$ cat src/rtl/product_accumulator_if.sv
// Handshake bundle between the upstream multiplier, the product accumulator
// and the downstream consumer of the frame sum.
interface product_accumulator_if #(
  parameter int SUM_W = 10
);
  logic             in_valid;
  logic [5:0]       in_data;
  logic             in_ready;
  logic             clear;
  logic [SUM_W-1:0] sum;
  logic             out_valid;
  logic             out_ready;
  logic             ovf;

  modport master (
    output in_valid, in_data, clear, out_ready,
    input  in_ready, sum, out_valid, ovf
  );

  modport slave (
    input  in_valid, in_data, clear, out_ready,
    output in_ready, sum, out_valid, ovf
  );
endinterface

$ cat src/rtl/product_accumulator.sv
// Sums N_PROD 6-bit products per frame with saturation, then holds the
// result until the downstream side takes it.
module product_accumulator #(
  parameter int N_PROD = 8,
  parameter int SUM_W  = 10
) (
  input  logic                  clk,
  input  logic                  rst,
  product_accumulator_if.slave  bus
);
  typedef enum logic [1:0] {
    IDLE  = 2'd0,
    ACCUM = 2'd1,
    HOLD  = 2'd2
  } state_t;

  localparam logic [3:0]     N_LAST  = 4'(N_PROD);
  localparam logic [SUM_W:0] SUM_MAX = {1'b0, {SUM_W{1'b1}}};

  state_t           state_q, state_d;
  logic [3:0]       count_q, count_d;
  logic [SUM_W-1:0] sum_q, sum_d;
  logic             ovf_q, ovf_d;

  logic             accept;
  logic             transfer;
  logic [3:0]       count_inc;
  logic [SUM_W:0]   sum_ext;

  always_comb begin
    accept    = bus.in_valid && (state_q != HOLD);
    transfer  = bus.out_ready && (state_q == HOLD);
    count_inc = count_q + 4'd1;
    sum_ext   = {1'b0, sum_q} + (SUM_W+1)'(bus.in_data);

    state_d = state_q;
    count_d = count_q;
    sum_d   = sum_q;
    ovf_d   = ovf_q;

    // clear wins over any accept or transfer in the same cycle
    if (bus.clear || transfer) begin
      state_d = IDLE;
      count_d = '0;
      sum_d   = '0;
      ovf_d   = 1'b0;
    end else if (accept) begin
      count_d = count_inc;
      state_d = (count_inc == N_LAST) ? HOLD : ACCUM;
      if (sum_ext > SUM_MAX) begin
        sum_d = '1;
        ovf_d = 1'b1;
      end else begin
        sum_d = sum_ext[SUM_W-1:0];
      end
    end
  end

  always_ff @(posedge clk or posedge rst) begin
    if (rst) begin
      state_q <= IDLE;
      count_q <= '0;
      sum_q   <= '0;
      ovf_q   <= 1'b0;
    end else begin
      state_q <= state_d;
      count_q <= count_d;
      sum_q   <= sum_d;
      ovf_q   <= ovf_d;
    end
  end

  assign bus.in_ready  = (state_q != HOLD);
  assign bus.out_valid = (state_q == HOLD);
  assign bus.sum       = sum_q;
  assign bus.ovf       = ovf_q;

endmodule

$ cat src/flat_wrapper.sv
// flat-port wrapper written by rule: the top's interface ports become plain ports
module product_accumulator_flat 
#(
  parameter int N_PROD = 8,
  parameter int SUM_W  = 10
)
  (clk, rst, bus_in_valid, bus_in_data, bus_clear, bus_out_ready, bus_in_ready, bus_sum, bus_out_valid, bus_ovf);
  product_accumulator_if #(.SUM_W(SUM_W)) bus_i ();
  input  logic clk;
  input  logic rst;
  input wire logic [$bits(bus_i.in_valid)-1:0] bus_in_valid;
  input wire logic [$bits(bus_i.in_data)-1:0] bus_in_data;
  input wire logic [$bits(bus_i.clear)-1:0] bus_clear;
  input wire logic [$bits(bus_i.out_ready)-1:0] bus_out_ready;
  output wire logic [$bits(bus_i.in_ready)-1:0] bus_in_ready;
  output wire logic [$bits(bus_i.sum)-1:0] bus_sum;
  output wire logic [$bits(bus_i.out_valid)-1:0] bus_out_valid;
  output wire logic [$bits(bus_i.ovf)-1:0] bus_ovf;
  assign bus_i.in_valid = bus_in_valid;
  assign bus_i.in_data = bus_in_data;
  assign bus_i.clear = bus_clear;
  assign bus_i.out_ready = bus_out_ready;
  assign bus_in_ready = bus_i.in_ready;
  assign bus_sum = bus_i.sum;
  assign bus_out_valid = bus_i.out_valid;
  assign bus_ovf = bus_i.ovf;
  product_accumulator #(.N_PROD(N_PROD), .SUM_W(SUM_W)) u_core (.clk(clk), .rst(rst), .bus(bus_i));
endmodule
$ cat config.mk
export PLATFORM = sky130hd
export DESIGN_NAME = product_accumulator_flat
export DESIGN_NICKNAME = d
export VERILOG_FILES = /design/src/rtl/product_accumulator_if.sv /design/src/rtl/product_accumulator.sv /design/src/flat_wrapper.sv
export SDC_FILE = /design/constraint.sdc
export NUM_CORES = 1
export LEC_CHECK = 0
export ABC_AREA = 1
export CAP_MARGIN = 20
export CORE_MARGIN = 5
export CORE_UTILIZATION = 55
export CTS_BUF_LIST = sky130_fd_sc_hd__clkbuf_2 sky130_fd_sc_hd__clkbuf_4 sky130_fd_sc_hd__clkbuf_8
export CTS_CLUSTER_DIAMETER = 50
export DETAILED_ROUTE_END_ITERATION = 6
export HOLD_SLACK_MARGIN = 0.12
export PLACE_DENSITY = 0.83
export RECOVER_POWER = 100
export REMOVE_ABC_BUFFERS = 1
export SLEW_MARGIN = 20
export SYNTH_ARGS = -nofsm -noshare
export SYNTH_HDL_FRONTEND = slang
export SYNTH_SLANG_ARGS = --single-unit
$ cat constraint.sdc
create_clock -name clk -period 5.2 [get_ports clk]
set_input_delay 1.3 -clock clk [delete_from_list [all_inputs] [get_ports clk]]
set_output_delay 1.3 -clock clk [all_outputs]
set_load 0.01 [all_outputs]
**Word level (Yosys, flattened, before mapping)**

Cells that the tools add are included.

- Flip-flop bits (word level): 17
- Output and inout bits: 13
- Logic and storage cells: 27

- $add $sub $neg: 2
- Magnitude comparators: 1
- Equal/unequal tests: 3
- Mux-type cells: 11
- Reductions and logical operators: 6

Operator list:

| operator | count |
|---|---|
| $mux 10 | 3 |
| $add 10x6->11 | 1 |
| $gt 11x10->1 const B | 1 |
| $mux 4 | 2 |
| $mux 2 | 3 |
| $add 4x1->4 const B | 1 |
| $eq 4x4->1 const B | 1 |
| $reduce_bool 2->1 | 2 |
| $mux 1 | 3 |
| $eq 2x2->1 const B | 1 |
| $logic_and 1x1->1 | 2 |
| $ne 2x2->1 const B | 1 |
| $reduce_and 2->1 | 1 |
| $logic_or 1x1->1 | 1 |

**Longest topological paths before layout**

Gate-level depths: netlist of the first run.

- Depth in word-level cells: 5
- Gate-level depth with buffers: 12

**Least setup slack after synthesis of the first run**

OpenSTA, ideal clock, no wires.

- Path kind: input port to flip-flop
- From: in bus_in_data[0]
- To: reg u_core.sum_q[8] (netlist: u_core.bus.sum[8])
- Data arrival time: 2.467 ns
- Data required time: 5.073 ns
- Setup slack: 2.607 ns
- Cell stages on the path: 11
- Path buffers: 0
- Cells stage by stage: ha_1 inv_1 fa_1 inv_1 nand3_1 nand2_1 nand2_1 nand2_1 nand4_1 nand3_1 o21ai_0

- Longest elaborated chain between the ends: 5

Ends and longest elaborated chain:

| element | RTL line | RTL |
|---|---|---|
| start: declaration | flat_wrapper.sv:12 | `input wire logic [$bits(bus_i.in_data)-1:0] bus_in_data;` |
| $add 10x6->11 * | product_accumulator.sv:34 | `sum_ext = {1'b0, sum_q} + (SUM_W+1)'(bus.in_data);` |
| $gt 11x10->1 | product_accumulator.sv:50 | `if (sum_ext > SUM_MAX) begin` |
| $mux 10 * | product_accumulator.sv:50 |  |
| $mux 10 * | product_accumulator.sv:47 | `end else if (accept) begin` |
| $mux 10 * | product_accumulator.sv:42 | `if (bus.clear \|\| transfer) begin` |
| end signal: assignment | product_accumulator.sv:68 | `sum_q <= sum_d;` |
| end: declaration | product_accumulator.sv:22 | `logic [SUM_W-1:0] sum_q, sum_d;` |

Every way passes the cells marked *; elsewhere a longest branch is shown, timed or not. The select of a mux whose other input is x is not followed.
A chain may end at the register's enable or synchronous reset.

**Worst setup path after layout of the first run**

Same ends and word-level chain as after synthesis.

==> flow_metrics.py, run 1 <==
metrics = {
    "sta": {
        "skew_ns": 0.00706,
        "rsz0062_at_grt": "false",
        "setup_viol": 0,
        "slew_headroom_pct": 52.5,
        "hold_slack_ns": 0.512,
        "finalCriticalPeriod_ns": 3.02,
        "hold_viol_final": 0,
        "timing.fmax_mhz": 331,
        "drv_slew": 0,
        "period_share_pct": 58.0,
        "setup_tns_ns": 0,
        "fin_ws_ns": 2.18,
        "worstMarginPinSlew_ns": 0.710,
    },
    "synth": {
        "ys_ff_latch": 17,
        "synth-edff-count": 0,
        "syn_inst": 158,
        "synth_flop_cell": "dfrtp_1",
        "synth_top_area_cell": "dfrtp_1",
        "syn_area_sq_um": 1170,
        "synthTopCellsByArea": "dfrtp_1 (36%), nand2_1 (18%), ha_1 (7.5%)",
        "synth_warnings": 0,
        "synth_top_area_share_pct": 36.4,
        "synthTopCellsByCount": "nand2_1 (55), dfrtp_1 (17), inv_1 (17)",
        "synth.most_common_cell": "nand2_1",
        "avgSynthCellArea_sq_um": 7.39,
        "synth.distinct_cells": 25,
        "ys_async_sr_fraction_pct": 100,
        "yosysSeqAreaShare_pct": 36.4,
    },
    "clock_network": {
        "clockBufferDepth": 2,
        "ctsHoldBuffers": 0,
        "cts_made_buffers": 3,
        "cts_tree": "built",
        "htreeDepth": 1,
        "post_cts_resize_count": 0,
        "post-cts-setup-buffer-count": 0,
        "clock-root-buffer": "clkbuf_4",
        "clock_latency_ns": 0.29,
        "clock_sinks": 17,
        "clk_pin_slew_worst_paths_ns": 0.11,
    },
    "place": {
        "pre_cts_ws_ns": 1.95,
        "io_buffers": 23,
        "gp_congestion": 0.802,
        "hpwl_mm": 1.98,
    },
    "die": {
        "rows": 16,
        "pin_count": 24,
        "core-area_sq_um": 2000,
        "initial_core_util_pct": 58.3,
        "dieArea_sq_um": 3140,
        "dieWidth_microns": 56.1,
        "die_h_microns": 56.1,
    },
    "setup_path": {
        "r2r-start": "u_core.bus.sum[0]",
        "cp_common_cell": "nand2_1",
        "slowest_stage": "dlygate4sd3_1",
        "crit_start": "bus_in_data[0]",
        "path_buf_inv": 3,
        "required_ns": 5.38,
        "cp_max_fo": 4,
        "cp_top_family": "buffers and inverters",
        "worstSetupPathType": "input pin to register",
        "cp-end-kind": "register",
        "arrival_ns": 3.19,
        "crit_path_start_kind": "input pin",
        "path_cells": "dlygate4sd3_1, ha_1, inv_1, fa_1, inv_1, nand3_1, nand2_1, nand2_1, nand2_1, nand4_1, nand3_1, o21ai_0",
        "crit_path_max_incr_delay_ns": 0.53,
    },
    "run": {
        "maxCapViolations": 0,
    },
    "grt": {
        "grt_max_degree": 18,
        "grt_antenna_before_repair": 0,
        "track_usage_pct": 17.6,
        "grt_pass1_vias": 1047,
        "grt_pass1_wl_mm": 4.53,
        "overflow": 0,
    },
    "detailed_routing": {
        "drcViolationCount": 0,
        "drt-pass1-iter-count": 4,
        "routedWlPerCell_microns": 11.7,
        "num_vias": 1092,
        "drt_wl_total_mm": 2.48,
        "antenna_left": 0,
        "routed_via_density": 5.15,
        "drt_iter0_drc": 29,
    },
    "power_and_ir_drop": {
        "p_per_area_nw_per_um2": 215,
        "peakVddDrop_mv": 0.170,
        "power_leakage_nw": 0.792,
    },
    "final_layout": {
        "nFillCells": 165,
        "diodes": 0,
        "syn_to_final_growth_pct": 23.2,
        "num-nets-final": 205,
        "drive_gt1_share_pct": 8.11,
    },
    "hold_path": {
        "hp-start": "u_core.bus.ovf",
        "hold_class": "register to register",
    },
    "run_status": {
        "status": "completed",
    },
}
## cells in the final DEF (no fill, tap or decap)
master,instances
nand2_1,57
clkbuf_4,3
nor2_1,9
inv_2,2
inv_4,1
clkdlybuf4s50_1,6
o21ai_2,1
nor3_2,1
o22ai_1,1
nor2_4,1
xnor2_1,1
dfrtp_1,17
a21oi_1,7
dlygate4sd3_1,17
xor2_1,5
or2_2,1
nand2_2,2
ha_1,7
fa_1,1
o21ai_0,10
nand3_1,10
nor2_2,1
nand3b_1,1
clkinv_2,1
nand4_1,2
nand2_4,1
inv_1,19
## metal layers
| metal | wire (microns) | global-route usage, % | share of wire [%] | up-vias |
|---|---|---|---|---|
| met5 | 0 | 0 | 0 | - |
| met4 | 15 | 5.08 | 0.61 | 0 |
| met3 | 147 | 2.32 | 5.9 | 2 |
| met2 | 1120 | 27.4 | 45 | 36 |
| met1 | 1190 | 25.3 | 48 | 495 |
| li1 | - | - | - | 559 |
## layout make-up
cell class,count,area (sq um),share of cell area (%)
timing repair buffer,23,230,16.0
clock inverter,1,5.00,0.348
tap,27,33.8,2.35
sequential,17,425,29.6
clock buffer,3,22.5,1.57
multi-input combinational,119,636,44.2
inverter,22,85.1,5.92
## final timing paths
| path | slack [ns] | to | cells after the start |
|---|---|---|---|
| max | 2.18 | u_core.bus.sum[8] | 12 |
| min | 0.51 | u_core.bus.ovf | 2 |
| max reg2reg | 3.33 | u_core.bus.sum[8] | 11 |
| min reg2reg | 0.51 | u_core.bus.ovf | 2 |
| max in group asynchronous | 3.27 | u_core.state_q[1] | 2 |
| min in group asynchronous | 1.51 | u_core.bus.sum[0] | 2 |
## sequential cells by signal, summed over array words and instances (netlist names)
register,count
u_core.state_q,2
u_core.bus.sum,10
u_core.bus.ovf,1
u_core.count_q,4
## tightest hold or removal path, cell delays in order (launching register included)
cell	delay, ns
dfrtp_1	0.36
a21oi_1	0.04
nor2_1	0.08
## power breakdown
group | switching [mW] | internal [mW]
combinational | 0.0490 | 0.0386
clock | 0.0433 | 0.0286
sequential | 0.00894 | 0.141
## kinds of logic (layout without fill, tap and decap cells)
logic type	count (synthesis)	count (layout)	synth area share (%)
AND/OR/NAND/NOR	86	86	34.0
flip-flops	17	17	36.4
buffers and inverters	22	49	7.29
XOR/XNOR	6	6	4.50
adder cells (fa/ha/maj)	8	8	9.22
AO/OA/AOI/OAI	19	19	8.57
## metrics by stage
step	instances	cell area, sq um	power, mW	util [%]
after floorplan	158	1170	0.210	-
after global placement	208	1430	0.244	71.5
after detailed placement	208	1430	0.245	71.5
after CTS	212	1460	0.317	72.9
after global routing	212	1440	0.332	71.8
final	212	1440	0.309	71.8
Power figures use the tool's default switching activity.
==> inputs of run 2 (changes only) <==
CORE_UTILIZATION = 47   (was 55)
PLACE_DENSITY = 0.75   (was 0.83)
clock period = 2.64 ns   (was 5.2 ns; I/O delays follow)
==> run 2 against run 1 <==
Against the previous run:
- clock skew rose by 0.0021 ns
- worst hold slack improved by 0.0074 ns
- cell area barely moved
- setup slack got worse by 1.9 ns
- sequential power rose by 96%
- power rose by 98%
- sequential cell count did not move
- critical endpoint is now u_core.bus.sum[6]
- largest cell class unchanged
==> flow_metrics.py, run 2 (synthesis gave the netlist of run 1 again) <==
metrics = {
    "run_status": {
        "status": "completed",
    },
    "grt": {
        "grt_max_degree": 18,
        "overflow": 0,
        "grt_pass1_vias": 1084,
        "grt_pass1_wl_mm": 4.57,
        "track_usage_pct": 16.6,
        "grt_antenna_before_repair": 0,
    },
    "setup_path": {
        "cp-end-kind": "register",
        "path_buf_inv": 3,
        "required_ns": 2.87,
        "slowest_stage": "nor2_1",
        "cp_max_fo": 10,
        "path_cells": "dlygate4sd3_1, inv_1, nand2_1, nor2_1, inv_1, o21ai_0, nand2_1, nand2_1",
        "regToRegSetupSlack_ns": 0.51,
        "r2r_end": "u_core.bus.sum[6]",
        "reg2regPathDepth": 9,
        "cp_top_family": "simple AND/OR/NAND/NOR gates",
        "crit_path_start_kind": "input pin",
        "crit_path_max_incr_delay_ns": 0.63,
        "r2r-start": "u_core.state_q[0]",
        "arrival_ns": 2.58,
        "cp_common_cell": "nand2_1",
        "worst-path-stages": 8,
        "worstSetupPathType": "input pin to register",
    },
    "clock_network": {
        "post_cts_resize_count": 0,
        "cts_tree": "built",
        "clock_sinks": 17,
        "clock_latency_ns": 0.29,
        "post-cts-setup-buffer-count": 0,
        "htreeDepth": 1,
        "ctsHoldBuffers": 0,
        "clk_pin_slew_worst_paths_ns": 0.10,
        "cts_made_buffers": 3,
        "clockBufferDepth": 2,
        "clock-root-buffer": "clkbuf_4",
    },
    "power_and_ir_drop": {
        "p_per_area_nw_per_um2": 426,
        "peakVddDrop_mv": 0.296,
        "power_leakage_nw": 0.786,
        "total_power_mw": 0.612,
    },
    "sta": {
        "fin_ws_ns": 0.293,
        "hold_slack_ns": 0.519,
        "finalCriticalPeriod_ns": 2.35,
        "setup_tns_ns": 0,
        "timing.fmax_mhz": 426,
        "period_share_pct": 88.9,
        "skew_ns": 0.00913,
        "rsz0062_at_grt": "false",
        "worstMarginPinSlew_ns": 0.765,
        "slew_headroom_pct": 48.8,
        "setup_viol": 0,
        "drv_slew": 0,
        "hold_viol_final": 0,
    },
    "place": {
        "post_dp_cell_area_sq_um": 1440,
        "pre_cts_ws_ns": 0.0520,
        "io_buffers": 23,
        "hpwl_mm": 2.11,
        "gp_congestion": 0.887,
        "placed_cells": 211,
    },
    "final_layout": {
        "final_common_cell": "nand2_1",
        "diodes": 0,
        "syn_to_final_growth_pct": 23.0,
        "final_area_sq_um": 1440,
        "utilization_pct": 59.1,
        "layout_common_cells": "nand2_1 (57), inv_1 (19), dfrtp_1 (17)",
        "drive_gt1_share_pct": 7.57,
        "final_cell_count_no_fill": 215,
        "num-nets-final": 205,
        "largest_reg_flops": 10,
    },
    "detailed_routing": {
        "antenna_left": 0,
        "routed_via_density": 5.08,
        "drt_wl_total_mm": 2.70,
        "drt-pass1-iter-count": 4,
        "drt_iter0_drc": 29,
        "drcViolationCount": 0,
        "routedWlPerCell_microns": 12.6,
        "num_vias": 1092,
    },
    "hold_path": {
        "holdPathEnd": "u_core.count_q[3]",
        "hold_class": "register to register",
        "hold_path_depth": 2,
        "hp-start": "u_core.count_q[3]",
    },
    "die": {
        "rows": 18,
        "dieWidth_microns": 59.8,
        "pin_count": 24,
        "dieArea_sq_um": 3580,
        "core-area_sq_um": 2430,
        "die_h_microns": 59.8,
        "initial_core_util_pct": 48.0,
    },
    "run": {
        "maxCapViolations": 0,
    },
}
run 2: cell count changes in the layout (fill, tap and decap cells not counted), sizes merged:
| cell | before | now |
|---|---|---|
| clkdlybuf4s50 | 6 | 7 |
| dlygate4sd3 | 17 | 16 |
| inv | 22 | 21 |
| clkinvlp | 0 | 1 |
run 2: power by group:
group | switching (mW) | internal [mW]
Clock | 0.0872 | 0.0563
Combinational | 0.0985 | 0.0758
Sequential | 0.0174 | 0.277
Total | 0.203 | 0.409
run 2: worst reg2reg max path, delay by kind of cell, from the launching register on:
kind	cells	cell delay, ns
AND/OR/NAND/NOR	5	1.02
flip-flops	1	0.42
AO/OA/AOI/OAI	1	0.14
buffers and inverters	3	0.51
run 2: layout make-up:
class | instances | area [sq um]
tap | 30 | 37.5
clock buffer | 3 | 22.5
timing repair buffer | 23 | 230
inverter | 22 | 83.8
clock inverter | 1 | 5.00
sequential | 17 | 425
fill | 253 | 996
multi-input combinational | 119 | 632
run 2: layer usage:
| layer | part of all wire [%] | vias up | track usage [%] |
|---|---|---|---|
| li1 | - | 555 | - |
| met1 | 48 | 513 | 22.0 |
| met3 | 4.3 | 2 | 2.81 |
| met4 | 0.63 | 0 | 3.80 |
| met5 | 0 | - | 0 |
| met2 | 47 | 22 | 28.2 |
run 2: how the worst max path moves through the flow:
| stage | slack, ns | to | startpoint |
|---|---|---|---|
| global route | 0.12 | u_core.bus.sum[8] | bus_in_data[0] |
| CTS | 0.36 | u_core.bus.sum[8] | bus_in_data[0] |
| floorplan | 0.69 | u_core.bus.sum[8] | bus_in_data[0] |
| finish | 0.29 | u_core.bus.sum[6] | bus_clear |
| global placement | 0.15 | u_core.bus.sum[8] | bus_in_data[0] |
| detailed placement | 0.05 | u_core.bus.sum[8] | bus_in_data[0] |
==> inputs of run 3 (changes only) <==
CORE_UTILIZATION = 55   (was 47)
CTS_CLUSTER_SIZE = 28   (was default)
DONT_BUFFER_PORTS = 1   (was default)
PLACE_DENSITY = 0.71   (was 0.75)
==> run 3 against run 2 <==
Against the previous run:
- first-iteration DRC count shrank 6.9%
- clock-buffer cell count unchanged
- power is 4.4% lower
- register-to-register slack improved by 0.18 ns
- critical path type is now register to register
- critical endpoint is now u_core.bus.sum[8]
==> flow_metrics.py, run 3 (synthesis gave the netlist of run 1 again) <==
metrics = {
    "clock_network": {
        "clock_sinks": 17,
        "clk_pin_slew_worst_paths_ns": 0.11,
        "htreeDepth": 1,
        "ctsHoldBuffers": 0,
        "cts_made_buffers": 3,
        "post-cts-setup-buffer-count": 0,
        "clockBufferDepth": 2,
        "clock-root-buffer": "clkbuf_4",
        "post_cts_resize_count": 0,
        "clock_latency_ns": 0.29,
        "cts_tree": "built",
    },
    "final_layout": {
        "diodes": 0,
        "largest_reg_flops": 10,
        "layout_common_cells": "nand2_1 (57), inv_1 (21), dfrtp_1 (17)",
        "drive_gt1_share_pct": 8.02,
        "final_common_cell": "nand2_1",
        "syn_to_final_growth_pct": 4.18,
        "num-nets-final": 182,
    },
    "run_status": {
        "status": "completed",
    },
    "sta": {
        "finalCriticalPeriod_ns": 1.95,
        "timing.fmax_mhz": 512,
        "hold_slack_ns": 0.329,
        "worstMarginPinSlew_ns": 0.660,
        "setup_viol": 0,
        "skew_ns": 0.00797,
        "setup_tns_ns": 0,
        "rsz0062_at_grt": "false",
        "period_share_pct": 74.0,
        "drv_slew": 0,
        "slew_headroom_pct": 56.0,
        "hold_viol_final": 0,
    },
    "power_and_ir_drop": {
        "power_frac_comb_pct": 23.6,
        "power.clock.fraction_pct": 24.7,
        "switching_power_mw": 0.203,
        "internal_power_mw": 0.383,
        "seqPwrFrac_pct": 51.7,
        "peakVddDrop_mv": 0.389,
        "power_leakage_nw": 0.684,
        "p_per_area_nw_per_um2": 481,
        "power_switching_share_pct": 34.6,
    },
    "grt": {
        "track_usage_pct": 17.5,
        "grt_pass1_wl_mm": 4.39,
        "grt_pass1_vias": 1028,
        "overflow": 0,
        "grt_max_degree": 18,
        "grt_antenna_before_repair": 0,
    },
    "detailed_routing": {
        "drt-pass1-iter-count": 4,
        "routedWlPerCell_microns": 14.1,
        "antenna_left": 0,
        "drt_iter0_drc": 27,
        "drcViolationCount": 0,
        "num_vias": 1035,
        "drt_wl_total_mm": 2.67,
        "routed_via_density": 5.48,
    },
    "die": {
        "initial_core_util_pct": 58.3,
        "dieWidth_microns": 56.1,
        "pin_count": 24,
        "core-area_sq_um": 2000,
        "rows": 16,
        "die_h_microns": 56.1,
        "dieArea_sq_um": 3140,
    },
    "setup_path": {
        "regToRegSetupSlack_ns": 0.69,
        "worstSetupPathType": "register to register",
        "required_ns": 2.81,
        "crit_path_start_kind": "register",
        "cp_max_fo": 4,
        "cp-end-kind": "register",
        "arrival_ns": 2.12,
    },
    "place": {
        "io_buffers": 0,
        "gp_congestion": 0.893,
        "hpwl_mm": 2.09,
    },
    "hold_path": {
        "hold_class": "input pin to async pin",
    },
    "run": {
        "maxCapViolations": 0,
    },
}
==> run 3: cell count changes in the layout (fill, tap and decap cells not counted), sizes merged <==
cell           delta
clkdlybuf4s50     -7
clkinvlp          -1
dlygate4sd3      -16
inv               +1
==> run 3: per-stage QoR <==
step           setup WS [ns]  total power [mW]  cells  cell area [sq um]  util [%]
2_1_floorplan          0.687             0.415    158               1170         -
3_3_place_gp           0.617             0.442    185               1200      60.0
3_5_place_dp           0.521             0.446    185               1200      60.0
4_1_cts                0.686             0.594    189               1230      61.4
5_1_grt                0.542             0.621    189               1220      60.8
6_report               0.687             0.586    189               1220      60.8
==> run 3: power by group through the flow <==
stage / Sequential (mW) / Combinational, mW / Clock, mW
final: 0.302 / 0.138 / 0.145
after global routing: 0.305 / 0.158 / 0.158
after CTS: 0.304 / 0.140 / 0.151
after detailed placement: 0.309 / 0.138 / 0
after global placement: 0.308 / 0.134 / 0
after floorplan: 0.302 / 0.112 / 0
==> run 3: routing by layer <==
metal	part of all wire, %	global-route usage, %	up-vias
li1	-	-	508
met1	40	20.4	487
met2	51	30.7	36
met3	7.8	4.87	4
met4	1.3	5.42	0
met5	0	0	-
==> run 3: final timing paths <==
kind	cells after the start	start	to
max	11	u_core.bus.sum[0]	u_core.bus.sum[8]
min reg2reg	2	u_core.state_q[0]	u_core.state_q[0]
min	1	rst	u_core.bus.sum[0]
max in group asynchronous	1	rst	u_core.bus.sum[5]
max reg2reg	11	u_core.bus.sum[0]	u_core.bus.sum[8]
min in group clk	2	u_core.state_q[0]	u_core.state_q[0]
==> run 3: area by class of cell <==
cell class	count	area [sq um]
fill	187	786
multi-input combinational	119	644
tap	27	33.8
clock buffer	3	22.5
clock inverter	1	5.00
sequential	17	425
inverter	22	85.1
==> run 3: critical path, cell delays in order, from the launching register on <==
cell and delay, ns:
dfrtp_1 0.44, ha_1 0.23, inv_1 0.07, fa_1 0.35, inv_1 0.10, nand3_1 0.07
nand2_1 0.10, nand2_1 0.08, nand2_1 0.12, nand4_1 0.10, nand3_1 0.08, o21ai_0 0.09
